### config.mk
export PLATFORM = sky130hd
export DESIGN_NAME = bp_fe_queue_roll_ctrl
export DESIGN_NICKNAME = d
export VERILOG_FILES = /design/src/rtl/bp_fe_queue_roll_ctrl.sv
export SDC_FILE = /design/constraint.sdc
export NUM_CORES = 1
export LEC_CHECK = 0
export BUFFER_PORTS_ARGS = -buffer_cell sky130_fd_sc_hd__buf_4
export CELL_PAD_IN_SITES_DETAIL_PLACEMENT = 1
export CELL_PAD_IN_SITES_GLOBAL_PLACEMENT = 1
export CORE_ASPECT_RATIO = 0.7
export CORE_MARGIN = 3
export CORE_UTILIZATION = 35
export CTS_CLUSTER_DIAMETER = 100
export DETAILED_ROUTE_END_ITERATION = 12
export PLACE_DENSITY = 0.8
export SYNTH_ARGS = -nofsm -noshare
export SYNTH_HDL_FRONTEND = slang
export SYNTH_SLANG_ARGS = --single-unit
### constraint.sdc
create_clock -name clk_i -period 3.2 [get_ports clk_i]
set_input_delay 0.64 -clock clk_i [delete_from_list [all_inputs] [get_ports clk_i]]
set_output_delay 0.64 -clock clk_i [all_outputs]
set_load 0.005 [all_outputs]
### src/rtl/bp_fe_queue_roll_ctrl.sv
// bp_fe_queue_roll_ctrl
// Sequencer for the BE-side rollable FE queue. Counts issued-but-uncommitted
// entries and turns commit / replay / redirect events into the queue's
// single-cycle dequeue, roll and clear strobes.
//
// Strobe semantics: deq_v_o, roll_v_o and clr_v_o are one-cycle pulses with no
// back-pressure; the queue must act on each in the cycle it is high.
// issue_yumi_i is only legal while issue_hold_o is low. Replay and flush
// requests are latched as pending and serviced in order roll, then clear.
module bp_fe_queue_roll_ctrl #(
   parameter int els_p     = 16,
   parameter int holdoff_p = 1
) (
   input  logic                       clk_i,
   input  logic                       reset_i,
   input  logic                       issue_yumi_i,
   input  logic                       commit_v_i,
   input  logic                       replay_v_i,
   input  logic                       flush_v_i,
   output logic                       deq_v_o,
   output logic                       roll_v_o,
   output logic                       clr_v_o,
   output logic                       issue_hold_o,
   output logic                       busy_o,
   output logic [$clog2(els_p+1)-1:0] inflight_o,
   output logic                       error_o
);

   localparam int cnt_w = $clog2(els_p+1);
   localparam logic [cnt_w-1:0] els_c = cnt_w'(els_p);
   localparam logic [2:0] hold_init = (holdoff_p > 0) ? 3'(holdoff_p - 1) : 3'd0;

   typedef enum logic [1:0] {RUN, ROLL, CLEAR, HOLD} state_e;

   state_e           state_r, state_n;
   logic             rp_pend_r, fl_pend_r, rp_pend_n, fl_pend_n;
   logic             hold_owed_r, hold_owed_n;
   logic [2:0]       hold_cnt_r, hold_cnt_n;
   logic [cnt_w-1:0] inflight_r, inflight_n;
   logic             error_r, error_n;
   logic             full, inc_ovf;

   // Strobes and hold are decodes of the registered state only.
   assign roll_v_o     = (state_r == ROLL);
   assign clr_v_o      = (state_r == CLEAR);
   assign issue_hold_o = (state_r == ROLL) || (state_r == HOLD);
   assign busy_o       = rp_pend_r | fl_pend_r | (state_r != RUN);
   assign inflight_o   = inflight_r;
   assign error_o      = error_r;

   // Dequeue follows commit with zero latency, gated so the count never underflows.
   assign deq_v_o = commit_v_i & (inflight_r != '0);
   assign full    = (inflight_r == els_c);
   assign inc_ovf = issue_yumi_i & ~deq_v_o & full;

   // Pending requests: a strobe clears its bit, a same-cycle request re-sets it.
   always_comb begin
      rp_pend_n = (rp_pend_r & (state_r != ROLL))  | replay_v_i;
      fl_pend_n = (fl_pend_r & (state_r != CLEAR)) | flush_v_i;
   end

   // Next-state selection; roll always takes priority over clear.
   always_comb begin
      state_n     = state_r;
      hold_cnt_n  = hold_cnt_r;
      hold_owed_n = hold_owed_r;
      unique case (state_r)
         RUN: begin
            if (rp_pend_n)      state_n = ROLL;
            else if (fl_pend_n) state_n = CLEAR;
         end
         ROLL: begin
            if (fl_pend_n) begin
               state_n     = CLEAR;
               hold_owed_n = (holdoff_p > 0);
            end else if (holdoff_p > 0) begin
               state_n    = HOLD;
               hold_cnt_n = hold_init;
            end else begin
               state_n = RUN;
            end
         end
         CLEAR: begin
            hold_owed_n = 1'b0;
            if (rp_pend_n) begin
               state_n = ROLL;
            end else if (hold_owed_r) begin
               // A roll that was followed by a clear still owes its issue holdoff.
               state_n    = HOLD;
               hold_cnt_n = hold_init;
            end else begin
               state_n = RUN;
            end
         end
         HOLD: begin
            if (hold_cnt_r != 3'd0) begin
               hold_cnt_n = hold_cnt_r - 3'd1;
            end else if (rp_pend_n) begin
               state_n = ROLL;
            end else if (fl_pend_n) begin
               state_n = CLEAR;
            end else begin
               state_n = RUN;
            end
         end
         default: state_n = RUN;
      endcase
   end

   // In-flight count: a roll rewinds to the checkpoint, otherwise issue minus dequeue, saturating.
   always_comb begin
      inflight_n = inflight_r;
      if (state_r == ROLL)                             inflight_n = '0;
      else if (issue_yumi_i && !deq_v_o && !full)      inflight_n = inflight_r + 1'b1;
      else if (!issue_yumi_i && deq_v_o)               inflight_n = inflight_r - 1'b1;
      error_n = error_r
              | (commit_v_i & (inflight_r == '0))
              | (issue_yumi_i & issue_hold_o)
              | inc_ovf;
   end

   // State, pending and counter registers with asynchronous reset.
   always_ff @(posedge clk_i or posedge reset_i) begin
      if (reset_i) begin
         state_r     <= RUN;
         rp_pend_r   <= 1'b0;
         fl_pend_r   <= 1'b0;
         hold_owed_r <= 1'b0;
         hold_cnt_r  <= 3'd0;
         inflight_r  <= '0;
         error_r     <= 1'b0;
      end else begin
         state_r     <= state_n;
         rp_pend_r   <= rp_pend_n;
         fl_pend_r   <= fl_pend_n;
         hold_owed_r <= hold_owed_n;
         hold_cnt_r  <= hold_cnt_n;
         inflight_r  <= inflight_n;
         error_r     <= error_n;
      end
   end

endmodule

==> out/qor.yml, run 1 <==
place_congestion: 0.826
clock-sinks: 14
async_flop_share_pct: 100
synthTopCellsByCount: "dfrtp_1 (14), nor2_1 (10), inv_1 (8), nor3_1 (8)"
required_ns: 3.35
drc: 0
start_util_pct: 39.6
syn-num-nets: 116
cts_resized: 0
synth_ff_type: "dfrtp_1"
ios: 17
post-route-period-util_pct: 88.4
ys_ff_latch: 14
yosys_warnings: 0
die_y_um: 48.6
antenna_found_initial: 0
end_kind: "register"
synthTopCellsByArea: "dfrtp_1 (39%), ha_1 (6.9%), nor3_1 (4.4%)"
path_clk_slew_ns: 0.06
num-nets-final: 133
layout-drive-gt1-share_pct: 19.2
drv_cap: 0
vias_per_cell: 5.36
timing.critical_path.mode_cell: "or4_1"
clkLatencyLatePin_ns: 0.24
die_area_sq_mm: 0.00325
routed_wl_mm: 2.41
clock-skew-final_ns: 0.000900
syn_area_sq_um: 908
cp_slowest_cell: "or4_1"
syn_area_per_cell_sq_um: 8.73
root_buffer: "clkbuf_8"
slew_headroom_pct: 64.1
yosys.cell_types.count: 34
grt_overflow: 0
critPathMaxFanout: 8
synth_enable_flop_cells: 0
fill_cells: 276
grt_max_degree: 15
pre_cts_ws_ns: 0.344
min_path_type: "primary input to async pin"
cts_buffers: 3
irDropWorstVdd_uv: 467
hpwl_mm: 1.95
fin_setup_tns_ns: 0
run_status: "complete, no violations"
critical_path_arrival_ns: 2.98
diodes: 0
postCtsHoldBufs: 0
rsz0062_at_grt: "false"
dpl.cell_count: 148
postCtsSetupBuffers: 0
start_kind: "register"
die_w_um: 66.9
synth_top_area_cell: "dfrtp_1"
drtIter0Drc: 30
p_per_area_mw_per_mm2: 1010
cts.path.max_buffers: 2
ys_seq_area_share_pct: 38.6
grt_pass1_vias: 831
wire_per_inst_um: 15.8
max_freq_ghz: 0.353
tightest_slew_ns: 0.538
fin_ws_ns: 0.371
hold_viol_final: 0
grt_pass1_wl_mm: 4.17
port_buffers: 16
synth.most_common_cell: "dfrtp_1"
ctsHtreeMaxLevel: 1
std_cell_rows: 14
finalCriticalPeriod_ns: 2.83
setup_viol: 0
area_delta_synth_final_pct: 21.9
grt_usage_pct: 16.8
dr_total_vias: 815
netlist_instances: 104
leakagePower_nw: 0.494
slew_violations: 0
worstSetupPathType: "register to register"
fin_cells: 152
slowest_delay_ns: 0.64
core_area_sq_mm: 0.00229
path_cells: "or4_1 > o211a_4 > clkinv_4 > ha_1 > a21oi_1 > nand2_1 > or4_1 > a31oi_1"
dr.pass1.iters: 2
cts_tree: "done"
synth_top_area_share_pct: 38.6
ant_nets: 0
==> critical path, delay by kind of cell (launching register included) <==
family / cells / cell delay [ns]
simple gates: 3 / 1.16
compound gates: 3 / 0.77
flops: 1 / 0.46
fa+ha+maj: 1 / 0.26
buf+inv: 1 / 0.08
==> state kept, by name, indices dropped and copies added (netlist names) <==
name and flops:
rp_pend_r 1, fl_pend_r 1, hold_cnt_r 3, state_r 2
error_o 1, inflight_o 5, hold_owed_r 1
==> report_power, final <==
| part | total, mW | switching [mW] | leakage, nW | internal [mW] |
|---|---|---|---|---|
| sequential | 0.364 | 0.112 | 0.160 | 0.251 |
| combinational | 0.582 | 0.317 | 0.305 | 0.264 |
| clock | 0.173 | 0.0642 | 0.0288 | 0.109 |
| total | 1.12 | 0.494 | 0.494 | 0.625 |
==> routing by layer <==
layer | track usage (%) | up-vias | part of all wire (%)
met5 | 0 | - | 0
met4 | 2.02 | 0 | 0
met3 | 5.09 | 0 | 4.4
met2 | 24.5 | 16 | 45
met1 | 24.9 | 390 | 50
li1 | - | 409 | -
==> stage by stage <==
| stage | util (%) | power, mW | hold WS (ns) | instance area [sq um] |
|---|---|---|---|---|
| after floorplan | - | 0.739 | 0.463 | 908 |
| after global placement | 45.9 | 0.909 | 0.460 | 1050 |
| after detailed placement | 45.9 | 0.951 | 0.467 | 1050 |
| after CTS | 48.3 | 1.13 | 0.461 | 1110 |
| after global routing | 48.3 | 1.23 | 0.492 | 1110 |
| final | 48.3 | 1.12 | 0.436 | 1110 |
==> cells by family (layout without fill, tap and decap cells) <==
logic type | after synthesis | count (layout) | share of synthesized area, %
flip-flops | 14 | 14 | 38.6
AND/OR/NAND/NOR | 37 | 37 | 20.5
buffers and inverters | 13 | 29 | 6.06
AO/OA/AOI/OAI | 32 | 32 | 23.6
multiplexers | 1 | 1 | 1.24
adder cells (fa/ha/maj) | 6 | 6 | 9.09
XOR/XNOR | 1 | 1 | 0.964
==> area by class of cell <==
cell class	instances	area, sq um	area share [%]
inverter	9	38.8	3.50
sequential	14	350	31.6
clock buffer	4	55.1	4.97
timing repair buffer	16	120	10.8
tap	32	40.0	3.62
multi-input combinational	77	503	45.4
==> final timing paths <==
kind,from,endpoint,slack (ns),cells after the start
worst min-delay path,reset_i,error_o,0.44,2
worst max register to register,inflight_o[0],inflight_o[4],0.37,8
max in group asynchronous,reset_i,inflight_o[3],2.41,2
min in group clk_i,error_o,error_o,0.48,2
worst min register to register,error_o,error_o,0.48,2
worst max-delay path,inflight_o[0],inflight_o[4],0.37,8
==> cells in the final DEF (no fill, tap or decap), types with 2 or more instances in the layout <==
cell type,instances
nand2b_1,2
ha_1,5
nor3_1,8
dfrtp_1,14
a31oi_1,2
or4_1,3
a21o_1,2
nand2_1,4
o21ai_0,7
buf_4,16
a21oi_1,7
clkbuf_8,4
inv_1,8
nand3_1,4
o211ai_1,2
nor2b_1,3
nor2_1,10
nand4_1,2
o21ai_1,2
(Power assumes the default switching activity.)
==> run 2, diff against run 1 <==
PLACE_DENSITY = 0.83   (was 0.8)
clock period = 2.6 ns   (was 3.2 ns; I/O delays follow)
==> out/qor.yml, run 2 (synthesis gave the netlist of run 1 again) <==
run_status: "complete, no violations"
timing.hold.ws_ns: 0.324  # -0.112 ns
p_per_area_mw_per_mm2: 1300  # +29%
cts.path.max_buffers: 2  # unchanged
grt_max_degree: 15  # unchanged
final_cell_mix: "buf_4 (22), dfrtp_1 (13), nor2_1 (10)"
cp_slowest_cell: "dfrtp_2"
end_kind: "register"
die_area_sq_mm: 0.00325  # unchanged
drtIter0Drc: 58  # +93%
grt_pass1_vias: 854  # +2.8%
dr.pass1.iters: 4  # +2
port_buffers: 16  # unchanged
wire_per_inst_um: 17.9  # +13%
slew_headroom_pct: 61.7  # -2.4 points
slowest_delay_ns: 0.44  # -0.20 ns
die_y_um: 48.6  # unchanged
cts_buffers: 3  # unchanged
critPathMaxFanout: 8  # unchanged
antenna_found_initial: 0  # unchanged
area_delta_synth_final_pct: 31.8
drv_cap: 0  # unchanged
multi_input_comb_area_sq_um: 547  # +8.7%
max_freq_ghz: 0.402  # +14%
critical_path_arrival_ns: 2.67  # -0.31 ns
drc: 0  # unchanged
tightest_slew_ns: 0.574  # +0.0355 ns
p_int_uw: 870  # +39%
grt_pass1_wl_mm: 4.33  # +3.6%
worstSetupPathType: "register to register"
power.share.combinational_pct: 57.1  # +5.1 points
routed_wl_mm: 2.82  # +17%
die_w_um: 66.9  # unchanged
clock-skew-final_ns: 0.00266  # +0.00176 ns
total_power_mw: 1.56  # +39%
layout-drive-gt1-share_pct: 27.8  # +8.6 points
slew_violations: 0  # unchanged
num-nets-final: 139  # +4.5%
grt_overflow: 0  # unchanged
start_util_pct: 39.6  # unchanged
diodes: 0  # unchanged
worst-path-stages: 8  # unchanged
crit_family: "compound AO/OA/AOI/OAI gates"
cts_tree: "done"
setup_viol: 0  # unchanged
clkPwrFrac_pct: 14.2  # -1.3 points
place_congestion: 0.832  # +0.73%
required_ns: 2.78  # -0.57 ns
irDropWorstVdd_uv: 434  # -7.1%
path_clk_slew_ns: 0.06  # about the same
start_kind: "register"
fill_cells: 275  # -0.36%
clock-sinks: 14  # unchanged
std_cell_rows: 14  # unchanged
hold_viol_final: 0  # unchanged
netSwitchingPower_uw: 688  # +39%
root_buffer: "clkbuf_8"
core_area_sq_mm: 0.00229  # unchanged
postCtsHoldBufs: 0  # unchanged
ctsHtreeMaxLevel: 1  # unchanged
vias_per_cell: 5.53  # +3.2%
ios: 17  # unchanged
seq_area_sq_um: 352  # +0.36%
switching_share_pct: 44.2  # about the same
largest_reg_flops: 5  # unchanged
ff2ff_path_depth: 8  # unchanged
dr_total_vias: 874  # +7.2%
grt_usage_pct: 17.6  # +0.82 points
fin_setup_tns_ns: 0  # unchanged
finalCriticalPeriod_ns: 2.49  # -0.339 ns
leakagePower_nw: 0.532  # +7.6%
post-route-period-util_pct: 95.8  # +7.4 points
hpwl_mm: 1.93  # -0.88%
cp.buffers_inverters: 1  # unchanged
ant_nets: 0  # unchanged
path_cells: "o41ai_4 > o211a_4 > clkinv_4 > fa_1 > nand3_1 > nand2_1 > or4_1 > a31oi_1"
min_path_type: "primary input to async pin"
layout_commonest_cell: "buf_4"
clkLatencyLatePin_ns: 0.25  # about the same
power_frac_seq_pct: 28.7  # -3.8 points
[run 2: final timing paths]
path                       slack, ns     startpoint            end
hold reg to reg                 0.49        error_o        error_o
max in group asynchronous       1.86        reset_i  inflight_o[3]
hold / removal                  0.32        reset_i  inflight_o[4]
setup reg to reg                0.11  inflight_o[3]  inflight_o[4]
setup / recovery                0.11  inflight_o[3]  inflight_o[4]
min in group clk_i              0.48      flush_v_i      fl_pend_r
[run 2: timing repair]
item / in CTS / in global routing
gates resized for setup: 2 / 5
setup buffers: 0 / 2
endpoints found under the setup margin: 1 / 2
pin swaps: 0 / 1
[run 2: power by group through the flow]
stage	clock (mW)	sequential, mW	combinational [mW]
final	0.221	0.447	0.889
after global routing	0.237	0.463	0.986
after CTS	0.225	0.427	0.808
after detailed placement	0	0.423	0.786
after global placement	0	0.419	0.743
after floorplan	0	0.392	0.518
[run 2: per-stage QoR]
stage                     util, %  worst slack [ns]  std cells  area, sq um
after floorplan                 -            0.0550        104          908
after global placement       47.2           0.00744        152         1080
after detailed placement     47.2            -0.104        152         1080
after CTS                    50.1            0.0315        156         1150
after global routing         52.2           -0.0369        158         1200
final                        52.2             0.110        158         1200
[run 2: routing by layer]
layer	routed length [um]	global-route usage (%)	vias up
met3	104	4.86	3
met1	1320	24.8	434
met5	0	0	-
met4	25	4.04	0
li1	-	-	421
met2	1370	26.5	16
[run 2: final cells by class]
| cell class | instances | area share [%] |
|---|---|---|
| Multi-Input combinational cell | 77 | 45.7 |
| Sequential cell | 14 | 29.4 |
| Timing Repair Buffer | 22 | 13.8 |
| Clock buffer | 4 | 4.60 |
| Tap cell | 32 | 3.34 |
| Inverter | 9 | 3.24 |
[run 2: worst reg2reg max path: cells and delay by family, from the launching register on]
kind                     cells  cell delay (ns)
flip-flops                   1             0.44
AND/OR/NAND/NOR              3             0.62
AO/OA/AOI/OAI                3             0.85
adder cells (fa/ha/maj)      1             0.41
buffers and inverters        1             0.10
